$ cat config.mk
export PLATFORM = sky130hd
export DESIGN_NAME = branch_flush_sched
export DESIGN_NICKNAME = d
export VERILOG_FILES = /design/src/rtl/branch_flush_sched.sv
export SDC_FILE = /design/constraint.sdc
export NUM_CORES = 1
export LEC_CHECK = 0
export CAP_MARGIN = 40
export CORE_MARGIN = 5
export CORE_UTILIZATION = 43
export CTS_CLUSTER_DIAMETER = 50
export DETAILED_ROUTE_END_ITERATION = 16
export GPL_ROUTABILITY_DRIVEN = 1
export PLACE_DENSITY = 0.77
export SLEW_MARGIN = 20
export SYNTH_ARGS = -nofsm -noshare
export SYNTH_HDL_FRONTEND = slang
export SYNTH_SLANG_ARGS = --single-unit
$ cat constraint.sdc
create_clock -name CLK -period 2.2 [get_ports CLK]
set_clock_uncertainty 0.05 [all_clocks]
set_input_delay 0.66 -clock CLK [delete_from_list [all_inputs] [get_ports CLK]]
set_output_delay 0.66 -clock CLK [all_outputs]
set_load 0.01 [all_outputs]
$ cat src/rtl/branch_flush_sched.sv
// ---------------------------------------------------------------------------
// branch_flush_sched
//   Sequences control-flow redirects for the 5-stage MIPS pipeline. Register
//   branches (jr/ber/bner) arrive from IF/ID and immediate branches/jumps
//   (j/be/bne) from EX/MEM. The older EX/MEM request wins. A redirect is held
//   while fetch is stalled, issued for exactly one cycle, then followed by a
//   shadow window in which wrong-path requests are dropped.
//
// Ports:
//   CLK, RST                    clock, async active-high reset
//   IFID_OPCODE/TAKEN/TARGET    IF/ID redirect source
//   EXMEM_OPCODE/TAKEN/TARGET   EX/MEM redirect source
//   STALL_IF                    fetch cannot take a new PC this cycle
//   CLR_CNT                     synchronous clear of REDIR_CNT
//   PC_SEL, PC_TARGET           PC mux select (0 seq, 1 EX/MEM, 2 IF/ID) and target
//   FLUSH_IFID/IDEX/EXMEM       pipeline register flush strobes
//   BUSY                        redirect held, issuing or in shadow
//   REDIR_CNT                   saturating count of issued redirects
// ---------------------------------------------------------------------------
module branch_flush_sched #(
    parameter int AW         = 32,
    parameter int SHADOW_CYC = 2,
    parameter int CNT_W      = 16
) (
    input  logic             CLK,
    input  logic             RST,
    input  logic [4:0]       IFID_OPCODE,
    input  logic             IFID_TAKEN,
    input  logic [AW-1:0]    IFID_TARGET,
    input  logic [4:0]       EXMEM_OPCODE,
    input  logic             EXMEM_TAKEN,
    input  logic [AW-1:0]    EXMEM_TARGET,
    input  logic             STALL_IF,
    input  logic             CLR_CNT,
    output logic [1:0]       PC_SEL,
    output logic [AW-1:0]    PC_TARGET,
    output logic             FLUSH_IFID,
    output logic             FLUSH_IDEX,
    output logic             FLUSH_EXMEM,
    output logic             BUSY,
    output logic [CNT_W-1:0] REDIR_CNT
);

    localparam logic [4:0] OP_J    = 5'b10111;
    localparam logic [4:0] OP_BE   = 5'b10100;
    localparam logic [4:0] OP_BNE  = 5'b10011;
    localparam logic [4:0] OP_JR   = 5'b11000;
    localparam logic [4:0] OP_BER  = 5'b10110;
    localparam logic [4:0] OP_BNER = 5'b10101;

    localparam logic [2:0]       SH_INIT = 3'(SHADOW_CYC - 1);
    localparam logic [CNT_W-1:0] CNT_MAX = '1;

    typedef enum logic [1:0] {
        S_IDLE,
        S_HOLD,
        S_ISSUE,
        S_SHADOW
    } state_t;

    state_t           state, state_nx;
    logic             src_ex, src_ex_nx;   // 1 = EX/MEM source, 0 = IF/ID source
    logic [AW-1:0]    tgt, tgt_nx;
    logic [2:0]       sh_cnt, sh_cnt_nx;
    logic [CNT_W-1:0] cnt_nx;
    logic             ereq, ireq;

    assign ereq = (EXMEM_OPCODE == OP_J) ||
                  (((EXMEM_OPCODE == OP_BE) || (EXMEM_OPCODE == OP_BNE)) && EXMEM_TAKEN);
    assign ireq = (IFID_OPCODE == OP_JR) ||
                  (((IFID_OPCODE == OP_BER) || (IFID_OPCODE == OP_BNER)) && IFID_TAKEN);

    always_ff @(posedge CLK or posedge RST) begin
        if (RST) begin
            state     <= S_IDLE;
            src_ex    <= 1'b0;
            tgt       <= '0;
            sh_cnt    <= '0;
            REDIR_CNT <= '0;
        end else begin
            state     <= state_nx;
            src_ex    <= src_ex_nx;
            tgt       <= tgt_nx;
            sh_cnt    <= sh_cnt_nx;
            REDIR_CNT <= cnt_nx;
        end
    end

    always_comb begin
        state_nx  = state;
        src_ex_nx = src_ex;
        tgt_nx    = tgt;
        sh_cnt_nx = sh_cnt;
        case (state)
            S_IDLE: begin
                if (ereq) begin
                    src_ex_nx = 1'b1;
                    tgt_nx    = EXMEM_TARGET;
                end else if (ireq) begin
                    src_ex_nx = 1'b0;
                    tgt_nx    = IFID_TARGET;
                end
                if (ereq || ireq)
                    state_nx = STALL_IF ? S_HOLD : S_ISSUE;
            end
            S_HOLD: begin
                // A younger IF/ID redirect is superseded by an older EX/MEM one;
                // an EX/MEM redirect already held is final.
                if (ereq && !src_ex) begin
                    src_ex_nx = 1'b1;
                    tgt_nx    = EXMEM_TARGET;
                end
                if (!STALL_IF)
                    state_nx = S_ISSUE;
            end
            S_ISSUE: begin
                state_nx  = S_SHADOW;
                sh_cnt_nx = SH_INIT;
            end
            S_SHADOW: begin
                if (sh_cnt == 3'd0)
                    state_nx = S_IDLE;
                else
                    sh_cnt_nx = sh_cnt - 3'd1;
            end
            default: state_nx = S_IDLE;
        endcase
    end

    // Count on entry to ISSUE so the new value is visible in the issue cycle.
    always_comb begin
        cnt_nx = REDIR_CNT;
        if (CLR_CNT)
            cnt_nx = '0;
        else if ((state_nx == S_ISSUE) && (REDIR_CNT != CNT_MAX))
            cnt_nx = REDIR_CNT + 1'b1;
    end

    // Outputs decode registered state only: no input-to-output path.
    always_comb begin
        PC_SEL      = 2'd0;
        PC_TARGET   = '0;
        FLUSH_IFID  = 1'b0;
        FLUSH_IDEX  = 1'b0;
        FLUSH_EXMEM = 1'b0;
        if (state == S_ISSUE) begin
            PC_SEL      = src_ex ? 2'd1 : 2'd2;
            PC_TARGET   = tgt;
            FLUSH_IFID  = 1'b1;
            FLUSH_IDEX  = src_ex;
            FLUSH_EXMEM = src_ex;
        end
    end

    assign BUSY = (state != S_IDLE);

endmodule

## Yosys cells after proc, flatten, opt, wreduce, memory -nomap -nowiden

Cells that the tools add are included.

- Output and inout bits: 54
- Input bits: 80
- Logic and storage cells: 61
- Flip-flop bits (word level): 54

- Muxes and demuxes: 22
- Add/sub/neg operators: 2
- Reductions and logical operators: 18
- Eq/ne operators: 14

Operators with widths:

| cell | count |
|---|---|
| 32-bit 2-to-1 mux | 4 |
| 32-bit case mux with 2 select lines | 1 |
| 16-bit 2-to-1 mux | 2 |
| 5-bit equality test (second input constant) | 6 |
| 16-bit by 1-bit adder with 16-bit output (second input constant) | 1 |
| 16-bit != test (second input constant) | 1 |
| 2-bit 2-to-1 mux | 6 |
| 2-bit case mux with 4 select lines | 1 |
| 2-bit nonzero test | 4 |
| 2-bit equality test (second input constant) | 3 |
| 3-bit case mux with 2 select lines | 1 |
| 1-bit logical OR | 5 |
| 1-bit 2-to-1 mux | 5 |
| 1-bit logical AND | 4 |
| 2-bit != test (second input constant) | 2 |
| 3-bit zero test | 1 |
| 3-bit 2-to-1 mux | 1 |
| 3-bit != test (second input constant) | 1 |
| 3-bit AND reduction | 1 |
| 3-bit by 1-bit subtractor with 3-bit output (second input constant) | 1 |
| 2-bit by 1-bit equality test with 1-bit output (second input constant) | 1 |
| 2-bit zero test | 1 |
| 1-bit case mux with 2 select lines | 1 |
| 2-bit AND reduction | 1 |
| 1-bit zero test | 1 |

## Logic depth before layout (Yosys ltp)

Gate-level depths: netlist of the first run.

- Depth in word-level cells: 11
- Mapped depth: 7
- Mapped depth without buffers: 7

## Worst setup path after synthesis of the first run

OpenSTA, ideal clock, no wires.

- Path type: input to register
- Start point: input port EXMEM_OPCODE[1]
- End point: register tgt[0]
- Library setup time: 0.125 ns
- Required time: 2.025 ns
- Slack: -0.037 ns
- Buffers on the path: 1
- Data arrival time: 2.063 ns
- Stages: 6
- Path through: nand4bb_1 > a21oi_2 > a21oi_1 > a211oi_2 > buf_2 > mux2_2

- Cells in the longest elaborated chain, start to end: 7
- Elaborated cells on any way between the ends: 12
- Those cells by class: eq/ne: 5; mux: 2; reduce/logical: 5

Ends and longest elaborated chain:

| item | line | text |
|---|---|---|
| start, declared | 30 | `input logic [4:0] EXMEM_OPCODE,` |
| 5-bit equality test | 69 | `(((EXMEM_OPCODE == OP_BE) \|\| (EXMEM_OPCODE == OP_BNE)) && EXMEM_TAKEN);` |
| 1-bit logical OR | 69 |  |
| 1-bit logical AND | 69 |  |
| 1-bit logical OR * | 68 | `assign ereq = (EXMEM_OPCODE == OP_J) \|\|` |
| 1-bit logical AND | 109 | `if (ereq && !src_ex) begin` |
| 2-bit != test (no source line) | -- |  |
| 3-bit AND reduction (no source line) | -- |  |
| end signal, assigned | 83 | `tgt <= tgt_nx;` |
| end, declared | 63 | `logic [AW-1:0] tgt, tgt_nx;` |

Mark *: on every way between the ends. The rest lies on a longest branch, timed or not.
A chain may end at the register's enable or synchronous reset.

## Final worst setup path of the first run

- Start point: input port EXMEM_OPCODE[2]
- End point: register tgt[22]

The elaborated chain is that of the path after synthesis.

==> impl_metrics.csv, run 1 <==
group,metric,value,unit
critical_path,end_kind,"register",
global_routing,grt_overflow,0,
cells_and_area,num-fill-cells,466,
cts,cts_buffer_depth,2,
place,dp_worst_setup_slack,-574,ps
timing,setup_slack,24.4,ps
synth,synth_cell_types,41,
critical_path,cpMaxStageDelayCell,"mux2_4",
pwr,ir_drop,0.000549,V
synth,synth_cells,303,
cells_and_area,diodes,0,
critical_path,path_depth,9,
pwr,report.power.total,5.33,mW
critical_path,rr_worst_depth,6,
synth,synth_edf_count,0,
synth,synth_compound_area_share,6.84,%
pwr,pwr_density_cell,972,nW/um2
detailed_routing,avgViaCountPerCell,5.62,
cells_and_area,finalInstanceArea,5480,um2
place,place_congestion,0.780,
job,drv_cap,0,
timing,tns,0,ps
timing,finalSetupViolations,0,
synth,synth_top_family_by_area,"multiplexers",
cells_and_area,nets,547,
critical_path,path_max_fanout,8,
cts,clock_latency,310,ps
synth,syn_area_per_cell,10.6,um2
timing,worst_pin_slew,570,ps
synth,ys_warn_count,0,
run_status,status,"completed",
timing,slew_viol_final,0,
synth,syn-cell-area,3200,um2
floorplan,pin_count,134,
synth,synth_nets,386,
floorplan,die_w,96.3,um
cells_and_area,layout-drive-gt1-share,32.3,%
global_routing,grt_start_max_net_pins,55,
timing,hold_viol,0,
cts,h-tree-depth,2,
timing,rsz0062_at_grt,"true",
detailed_routing,routed_wl,11500,um
place,place_area,4840,um2
floorplan,die_h,96.3,um
cells_and_area,finish.utilization,75.6,%
detailed_routing,drc_errors,0,
critical_path,max_stage_delay,310,ps
min_path,hold_class,"reg -> reg",
cts,numCtsBuffers,5,
critical_path,crit_buf_inv,4,
cts,clkTransAtPathRegs,100,ps
timing,relSlewSlack,61.6,%
synth,synthArstFlopShare,100,%
synth,synth-simple-area-share,20.4,%
synth,yosys_register_bits,54,
detailed_routing,drt-initial-drc-count,127,
synth,synth_flop_cell,"dfrtp_1",
detailed_routing,wl_per_cell,20.4,um
synth,yosysSeqAreaShare,42.2,%
critical_path,worst_setup_path_start_kind,"input port",
min_path,whs_path_depth,1,
floorplan,core,7250,um2
synth,synth_mux_area_share,25.6,%
synth,synthAdderAreaFrac,1.17,%
global_routing,grt_pass1_vias,3341,
floorplan,row_count,31,
critical_path,path_cells,"buf_8 -> o211ai_1 -> a21oi_4 -> buf_6 -> a21oi_4 -> buf_12 -> buf_16 -> mux2_4 -> mux2_4",
timing,layout_min_cycle_time,2180,ps
place,dp_hpwl,6580,um
global_routing,grt_pass1_wl,17700,um
global_routing,antenna_found_initial,0,
synth,synth-xor-area-share,0,%
cts,hold_buffers,0,
cts,cts_tree,"done",
detailed_routing,ant_nets,0,
global_routing,grt_util_all_layers,25.1,%
critical_path,critical_path_class,"in -> reg",
timing,max_freq,460,MHz
critical_path,cp.arrival,2330,ps
pwr,p_leak,2.60,nW
detailed_routing,firstDrtPassIters,5,
cts,clock_sinks,54,
floorplan,die_area,9270,um2
cts,ctsRootBufferMaster,"clkbuf_8",
place,io_buffers,133,
cells_and_area,area_growth,71.3,%
detailed_routing,num_vias,3163,
critical_path,crit_family,"multiplexers",
timing,fin_crit_sh,98.9,%
floorplan,initial_utilization,44.1,%
critical_path,cp.required,2350,ps
==> state kept, by name, summed over array words and instances, names as in the netlist <==
register / flops
src_ex: 1
tgt: 32
REDIR_CNT: 16
state: 2
sh_cnt: 3
==> final timing paths <==
kind | from | to | slack, ps
max | EXMEM_OPCODE[2] | tgt[22]$_DFFE_PP0P_ | 20
min | tgt[26]$_DFFE_PP0P_ | tgt[26]$_DFFE_PP0P_ | 460
max reg2reg | REDIR_CNT[1]$_DFFE_PP0P_ | REDIR_CNT[10]$_DFFE_PP0P_ | 90
min reg2reg | tgt[26]$_DFFE_PP0P_ | tgt[26]$_DFFE_PP0P_ | 460
max in group asynchronous | RST | REDIR_CNT[5]$_DFFE_PP0P_ | 1180
min in group asynchronous | RST | tgt[13]$_DFFE_PP0P_ | 660
==> kinds of logic (layout without fill, tap and decap cells) <==
logic type                 Yosys count  after routing
muxes                               73             73
adders and majority gates            3              3
AOI/OAI and AO/OA                   33             33
DFF                                 54             54
buffers and inverters               28            189
and+or+nand+nor                    112            112
==> cell usage in the layout, fill, tap and decap left out, types with 6 or more instances in the layout <==
cell type	Yosys	layout
nor3_1	8	7
clkdlybuf4s15_1	0	7
o31ai_1	7	7
clkdlybuf4s50_1	0	83
nor2b_1	8	8
mux2_4	0	65
a21oi_1	11	9
buf_4	2	22
nand2_1	13	13
dlygate4sd2_1	0	32
buf_12	0	10
nor2_1	16	15
mux2_2	71	6
dfrtp_1	54	54
and3_1	33	33
==> repair_timing <==
action | 4_1_cts | 5_1_grt
setup buffers | 17 | 3
gates cloned | 7 | 0
gates resized for setup | 159 | 28
endpoints found under the setup margin | 82 | 44
pin swaps | 9 | 6
==> metal layers <==
| metal | part of all wire, % | routed length (um) | GRT usage [%] | vias to the layer above |
|---|---|---|---|---|
| met3 | 6.2 | 714 | 4.46 | 28 |
| met5 | 0 | 0 | 0 | - |
| met1 | 39 | 4460 | 29.5 | 1588 |
| met4 | 3.3 | 379 | 10.6 | 0 |
| li1 | - | - | - | 1430 |
| met2 | 52 | 5950 | 44.7 | 117 |
==> synthesized netlist by cell type, types with 2 or more instances <==
| library cell | number | area, um2 |
|---|---|---|
| buf_4 | 2 | 15.0 |
| or4_1 | 5 | 37.5 |
| nand3_1 | 5 | 25.0 |
| nor2_1 | 16 | 60.1 |
| nand3b_1 | 3 | 22.5 |
| o31ai_1 | 7 | 52.6 |
| nor2b_1 | 8 | 50.1 |
| nand2b_1 | 3 | 18.8 |
| or3_4 | 2 | 22.5 |
| nand2_1 | 13 | 48.8 |
| clkbuf_1 | 12 | 45.0 |
| nor3b_1 | 2 | 15.0 |
| nor3_1 | 8 | 40.0 |
| o211ai_1 | 2 | 15.0 |
| buf_2 | 6 | 30.0 |
| ha_1 | 3 | 37.5 |
| mux2_2 | 71 | 800 |
| a21oi_1 | 11 | 55.1 |
| inv_1 | 8 | 30.0 |
| and3_1 | 33 | 206 |
| o21ai_0 | 5 | 25.0 |
| mux2i_1 | 2 | 20.0 |
| nand4_1 | 5 | 31.3 |
| dfrtp_1 | 54 | 1350 |
==> through the flow <==
step | cells | hold WS [ps]
finish | 563 | 465
global route | 563 | 469
CTS | 567 | 454
detailed placement | 536 | 432
global placement | 536 | 418
floorplan | 303 | 399
==> layout make-up <==
cell class / count / area (um2) / share of cell area (%)
Sequential cell: 54 / 1350 / 24.6
Clock buffer: 5 / 68.8 / 1.25
Clock inverter: 2 / 38.8 / 0.707
Inverter: 8 / 32.5 / 0.593
Timing Repair Buffer: 174 / 1790 / 32.7
Multi-Input combinational cell: 221 / 2070 / 37.8
Tap cell: 99 / 124 / 2.26
==> report_power, final <==
group,switching [mW],internal [mW],leakage [nW]
clock,0.337,0.336,0.0542
combinational,1.36,1.76,1.86
sequential,0.202,1.34,0.686
total,1.90,3.43,2.60
(Power assumes the default switching activity.)
==> run 2, diff against run 1 <==
TNS_END_PERCENT = 10   (was not set)
==> run 2 against run 1 <==
Combinational power down 13%. Via count down 4.6%. Sequential share of layout area up 1.1 points. Register-to-register slack better by 40 ps. Critical path depth down 1. Maximum frequency down 1.9%. Final area down 4.3%. The run now ends with negative setup slack left. Core utilization down 3.3 points. Die area unchanged. Sequential cell count unchanged. Largest power group unchanged. Global-route usage down 5.4 points. Largest cell class unchanged. Hold slack worse by 6.9 ps.
==> impl_metrics.csv, run 2 (synthesized netlist as in run 1, its figures left out) <==
group,metric,value,unit
floorplan,die_area,9270,um2
timing,relSlewSlack,69.9,%
global_routing,antenna_found_initial,0,
floorplan,row_count,31,
detailed_routing,drc_errors,0,
detailed_routing,ant_nets,0,
timing,finalSetupViolations,12,
place,dp_hpwl,6580,um
critical_path,cpMaxStageDelayCell,"mux2_4",
cts,clkTransAtPathRegs,110,ps
detailed_routing,drt-initial-drc-count,164,
timing,hold_viol,0,
place,dp_worst_setup_slack,-574,ps
global_routing,grt_start_max_net_pins,55,
critical_path,crit_buf_inv,3,
floorplan,initial_utilization,44.1,%
cts,clock_sinks,54,
cells_and_area,largest_reg_flops,32,
cells_and_area,top_regs,"tgt x32, REDIR_CNT x16, sh_cnt x3",
cells_and_area,mostFrequentLayoutCells,"clkdlybuf4s50_1 (83), dfrtp_1 (53), mux2_4 (39), and3_1 (33), mux2_2 (32)",
floorplan,core,7250,um2
detailed_routing,routed_wl,10300,um
cts,numCtsBuffers,5,
floorplan,pin_count,134,
timing,slew_viol_final,0,
cells_and_area,nets,536,
critical_path,end_kind,"register",
global_routing,grt_pass1_vias,3010,
timing,fin_crit_sh,101,%
cts,cts_buffer_depth,2,
run_status,failed_checks,"negative setup slack",
cells_and_area,layout-drive-gt1-share,34.7,%
global_routing,grt_pass1_wl,14300,um
cells_and_area,regMostFlops,"tgt",
cts,clock_latency,310,ps
min_path,hp-start,"sh_cnt[1]$_DFFE_PP0P_",
place,place_congestion,0.780,
place,io_buffers,133,
critical_path,critPathLaunch,"EXMEM_OPCODE[2]",
cells_and_area,diodes,0,
critical_path,cp.required,2360,ps
detailed_routing,firstDrtPassIters,4,
job,drv_cap,0,
detailed_routing,num_vias,3017,
timing,layout_min_cycle_time,2220,ps
min_path,hold_class,"reg -> reg",
critical_path,worst_setup_path_start_kind,"input port",
timing,rsz0062_at_grt,"true",
cts,ctsRootBufferMaster,"clkbuf_8",
cells_and_area,finish.utilization,72.3,%
cells_and_area,area_growth,63.9,%
critical_path,critical_path_class,"in -> reg",
global_routing,grt_overflow,0,
critical_path,cp.arrival,2370,ps
critical_path,path_cells,"clkbuf_2 -> o211ai_1 -> a21oi_4 -> buf_6 -> a21oi_4 -> clkbuf_16 -> mux2_4 -> mux2_2",
critical_path,crit_family,"compound AO/OA/AOI/OAI gates",
pwr,pwr_density_cell,939,nW/um2
critical_path,path_max_fanout,8,
timing,max_freq,451,MHz
detailed_routing,avgViaCountPerCell,5.47,
critical_path,reg2reg_from,"REDIR_CNT[0]$_DFFE_PP0P_",
critical_path,crit_top_cell,"a21oi_4",
run_status,status,"finished with violations",
critical_path,max_stage_delay,310,ps
pwr,ir_drop,0.000503,V
cts,h-tree-depth,2,
global_routing,grt_util_all_layers,19.7,%
detailed_routing,wl_per_cell,18.7,um
floorplan,die_w,96.3,um
cells_and_area,final_common_cell,"clkdlybuf4s50_1",
floorplan,die_h,96.3,um
timing,setup_slack,-17.2,ps
cts,hold_buffers,0,
cts,cts_tree,"done",
timing,worst_pin_slew,449,ps
pwr,p_leak,2.48,nW
[run 2: final cells by class]
cell class | instances | area, um2
timing repair buffer | 163 | 1640
clock inverter | 2 | 38.8
tap | 99 | 124
inverter | 8 | 30.0
sequential | 54 | 1350
clock buffer | 5 | 68.8
multi-input combinational | 221 | 1990
fill | 519 | 2010
[run 2: worst paths after layout]
path | endpoint | slack (ps) | cells after the start
max in group asynchronous | REDIR_CNT[1]$_DFFE_PP0P_ | 1160 | 3
hold reg to reg | sh_cnt[1]$_DFFE_PP0P_ | 460 | 2
hold / removal | sh_cnt[1]$_DFFE_PP0P_ | 460 | 2
setup / recovery | tgt[11]$_DFFE_PP0P_ | -20 | 8
setup reg to reg | REDIR_CNT[10]$_DFFE_PP0P_ | 130 | 6
min in group asynchronous | tgt[13]$_DFFE_PP0P_ | 660 | 3
[run 2: where the power goes]
group          internal [mW]  switching (mW)
Combinational           1.49            1.24
Sequential              1.33           0.190
Clock                  0.336           0.340
[run 2: per-stage QoR]
step | setup TNS (ps) | hold slack, ps | cell area, um2 | instances | power, mW
2_1_floorplan | -18.8 | 399 | 3220 | 303 | 2.85
3_3_place_gp | -21920 | 418 | 4840 | 536 | 3.93
3_5_place_dp | -23600 | 432 | 4840 | 536 | 4.00
4_1_cts | -7080 | 454 | 4950 | 543 | 4.53
5_1_grt | -1480 | 467 | 5250 | 552 | 5.19
6_report | -87.7 | 458 | 5250 | 552 | 4.93
[run 2: tightest hold or removal path, stage by stage (launching register included)]
cell	delay (ps)
dfrtp_1	360
nand2_1	60
o31ai_1	60
[run 2: what timing repair did]
item / CTS / global route
setup endpoints to repair: 82 / 76
setup buffers: 0 / 3
gates resized for setup: 51 / 114
cloned: 0 / 6
pin swaps: 1 / 7
hold endpoints to repair: 0 / 0
[run 2: routing by layer]
layer | GRT usage, % | wire length (um) | vias up | part of all wire [%]
li1 | - | - | 1404 | -
met1 | 23.4 | 4310 | 1517 | 42
met2 | 36.5 | 5290 | 89 | 51
met3 | 3.44 | 611 | 7 | 5.9
met4 | 5.02 | 104 | 0 | 1.0
met5 | 0 | 0 | - | 0
==> run 3, diff against run 2 <==
CORE_ASPECT_RATIO = 1.1   (was not set)
TNS_END_PERCENT = not set   (was 10)
==> run 3 against run 2 <==
The run now ends clean. Highest routed layer unchanged. Die area about the same. Largest cell class unchanged. Critical path depth increased by 1. Worst setup slack improved by 49 ps. Cell count increased by 0.91%. Sequential power about the same. Sequential share of layout area decreased by 1.7 points. Sequential cell count unchanged. Combinational power increased by 17%. Critical endpoint is now tgt[28]$_DFFE_PP0P_. Non-clock buffer count increased by 17. Global-route usage increased by 4.1 points.
==> impl_metrics.csv, run 3 (synthesized netlist as in run 1, its figures left out) <==
group,metric,value,unit
global_routing,use_met2,43.8,%
cells_and_area,top_regs,"tgt x32, REDIR_CNT x16, sh_cnt x3",
pwr,ir_drop,0.000528,V
detailed_routing,num_vias,3130,
cts,h-tree-depth,2,
timing,layout_min_cycle_time,2170,ps
place,dp_hpwl,6920,um
cells_and_area,regMostFlops,"tgt",
timing,max_freq,461,MHz
timing,worst_pin_slew,474,ps
cells_and_area,layout-drive-gt1-share,34.5,%
cells_and_area,diodes,0,
global_routing,grt_pass1_wl,17300,um
pwr,pwr_density_cell,968,nW/um2
cts,clock_sinks,54,
cells_and_area,num-fill-cells,506,
pwr,report.power.total,5.44,mW
place,place_congestion,0.833,
floorplan,row_count,33,
detailed_routing,wl_per_cell,20.2,um
cts,cts_buffer_depth,2,
timing,hold_viol,0,
global_routing,grt_start_max_net_pins,44,
cells_and_area,stdcell_count,557,
place,dp_worst_setup_slack,-564,ps
floorplan,die_h,101,um
place,placed_cells,529,
critical_path,cp.arrival,2310,ps
cells_and_area,multi_input_area,2120,um2
timing,slew_viol_final,0,
timing,relSlewSlack,68.4,%
floorplan,die_w,92.3,um
detailed_routing,avgViaCountPerCell,5.62,
run_status,status,"completed",
detailed_routing,drc_errors,0,
global_routing,grt_use_met1,26.8,%
timing,rsz0062_at_grt,"true",
global_routing,grt_pass1_vias,3359,
cells_and_area,nets,553,
timing,whs,466,ps
detailed_routing,drt-initial-drc-count,155,
global_routing,globalRouteMet3Util,4.33,%
cts,numCtsBuffers,5,
critical_path,critical_path_class,"in -> reg",
cells_and_area,register_area,1350,um2
critical_path,path_max_fanout,8,
timing,setup_slack,32.2,ps
global_routing,grt_util_all_layers,23.8,%
cells_and_area,final_common_cell,"clkdlybuf4s50_1",
critical_path,cp.required,2340,ps
global_routing,grt_busiest_layer,"met2",
cts,clock_latency,310,ps
detailed_routing,firstDrtPassIters,4,
detailed_routing,routed_wl,11200,um
cells_and_area,area_growth,75.4,%
timing,finalSetupViolations,0,
job,drv_cap,0,
global_routing,grt_overflow,0,
min_path,hold_class,"reg -> reg",
critical_path,worst_setup_path_start_kind,"input port",
floorplan,core,7350,um2
critical_path,end_kind,"register",
floorplan,initial_utilization,43.6,%
cts,hold_buffers,0,
floorplan,die_area,9270,um2
cells_and_area,mostFrequentLayoutCells,"clkdlybuf4s50_1 (83), mux2_4 (64), dfrtp_1 (54), and3_1 (33), buf_4 (26)",
global_routing,antenna_found_initial,0,
floorplan,pin_count,134,
place,io_buffers,133,
pwr,p_leak,2.63,nW
cts,cts_tree,"done",
timing,fin_crit_sh,98.5,%
detailed_routing,ant_nets,0,
timing,tns,0,ps
cts,ctsRootBufferMaster,"clkbuf_8",
cells_and_area,largest_reg_flops,32,
cts,clkTransAtPathRegs,100,ps
## run 3: cell count changes in the layout (fill, tap and decap cells not counted), sizes merged
cell	before	now
buf	27	49
dlygate4sd2	13	24
clkdlybuf4s15	4	19
dlymetal6s2s	10	1
clkbuf	31	10
clkinv	1	0
## run 3: path summary, 6_finish.rpt
check                           cells after the start  slack, ps                     start                        end
worst max-delay path                                9         30           EXMEM_OPCODE[0]        tgt[28]$_DFFE_PP0P_
min in group asynchronous                           2        620                       RST        tgt[13]$_DFFE_PP0P_
worst min-delay path                                1        470        tgt[8]$_DFFE_PP0P_         tgt[8]$_DFFE_PP0P_
worst min register to register                      1        470        tgt[8]$_DFFE_PP0P_         tgt[8]$_DFFE_PP0P_
max in group asynchronous                           3       1010                       RST   REDIR_CNT[6]$_DFFE_PP0P_
worst max register to register                      6         80  REDIR_CNT[1]$_DFFE_PP0P_  REDIR_CNT[10]$_DFFE_PP0P_
## run 3: report_power, final
| part | internal [mW] | switching [mW] | leakage [nW] |
|---|---|---|---|
| combinational | 1.83 | 1.36 | 1.89 |
| clock | 0.365 | 0.328 | 0.0573 |
| sequential | 1.34 | 0.216 | 0.686 |
| total | 3.53 | 1.90 | 2.63 |
## run 3: metrics by stage
step	area (um2)	utilization, %
2_1_floorplan	3220	-
3_3_place_gp	4850	66.0
3_5_place_dp	4850	66.0
4_1_cts	5560	75.7
5_1_grt	5620	76.4
6_report	5620	76.4
## run 3: critical path, cell delays in order
cell and delay, ps:
clkdlybuf4s15_2 190, nand4bb_4 200, a21oi_4 190, buf_6 150
a21oi_2 70, a211oi_4 210, buf_12 180, buf_12 150
mux2_4 300
## run 3: final cells by class
cell class	instances	share of cell area, %
clock buffers	6	1.47
clock inverters	1	0.535
inverters	8	0.624
multi-input cells	221	37.8
flip-flops and latches	54	24.1
well taps	87	1.94
repair buffers	180	33.6
## run 3: what timing repair did
item | 4_1_cts | 5_1_grt
setup endpoints to repair | 83 | 65
cloned | 8 | 0
buffers inserted | 15 | 4
gates resized for setup | 147 | 53
pin swaps | 11 | 9
## run 3: metal layers
metal	vias to the layer above	share of wire [%]
li1	1438	-
met4	0	3.8
met3	31	5.0
met5	-	0
met2	99	54
met1	1562	37
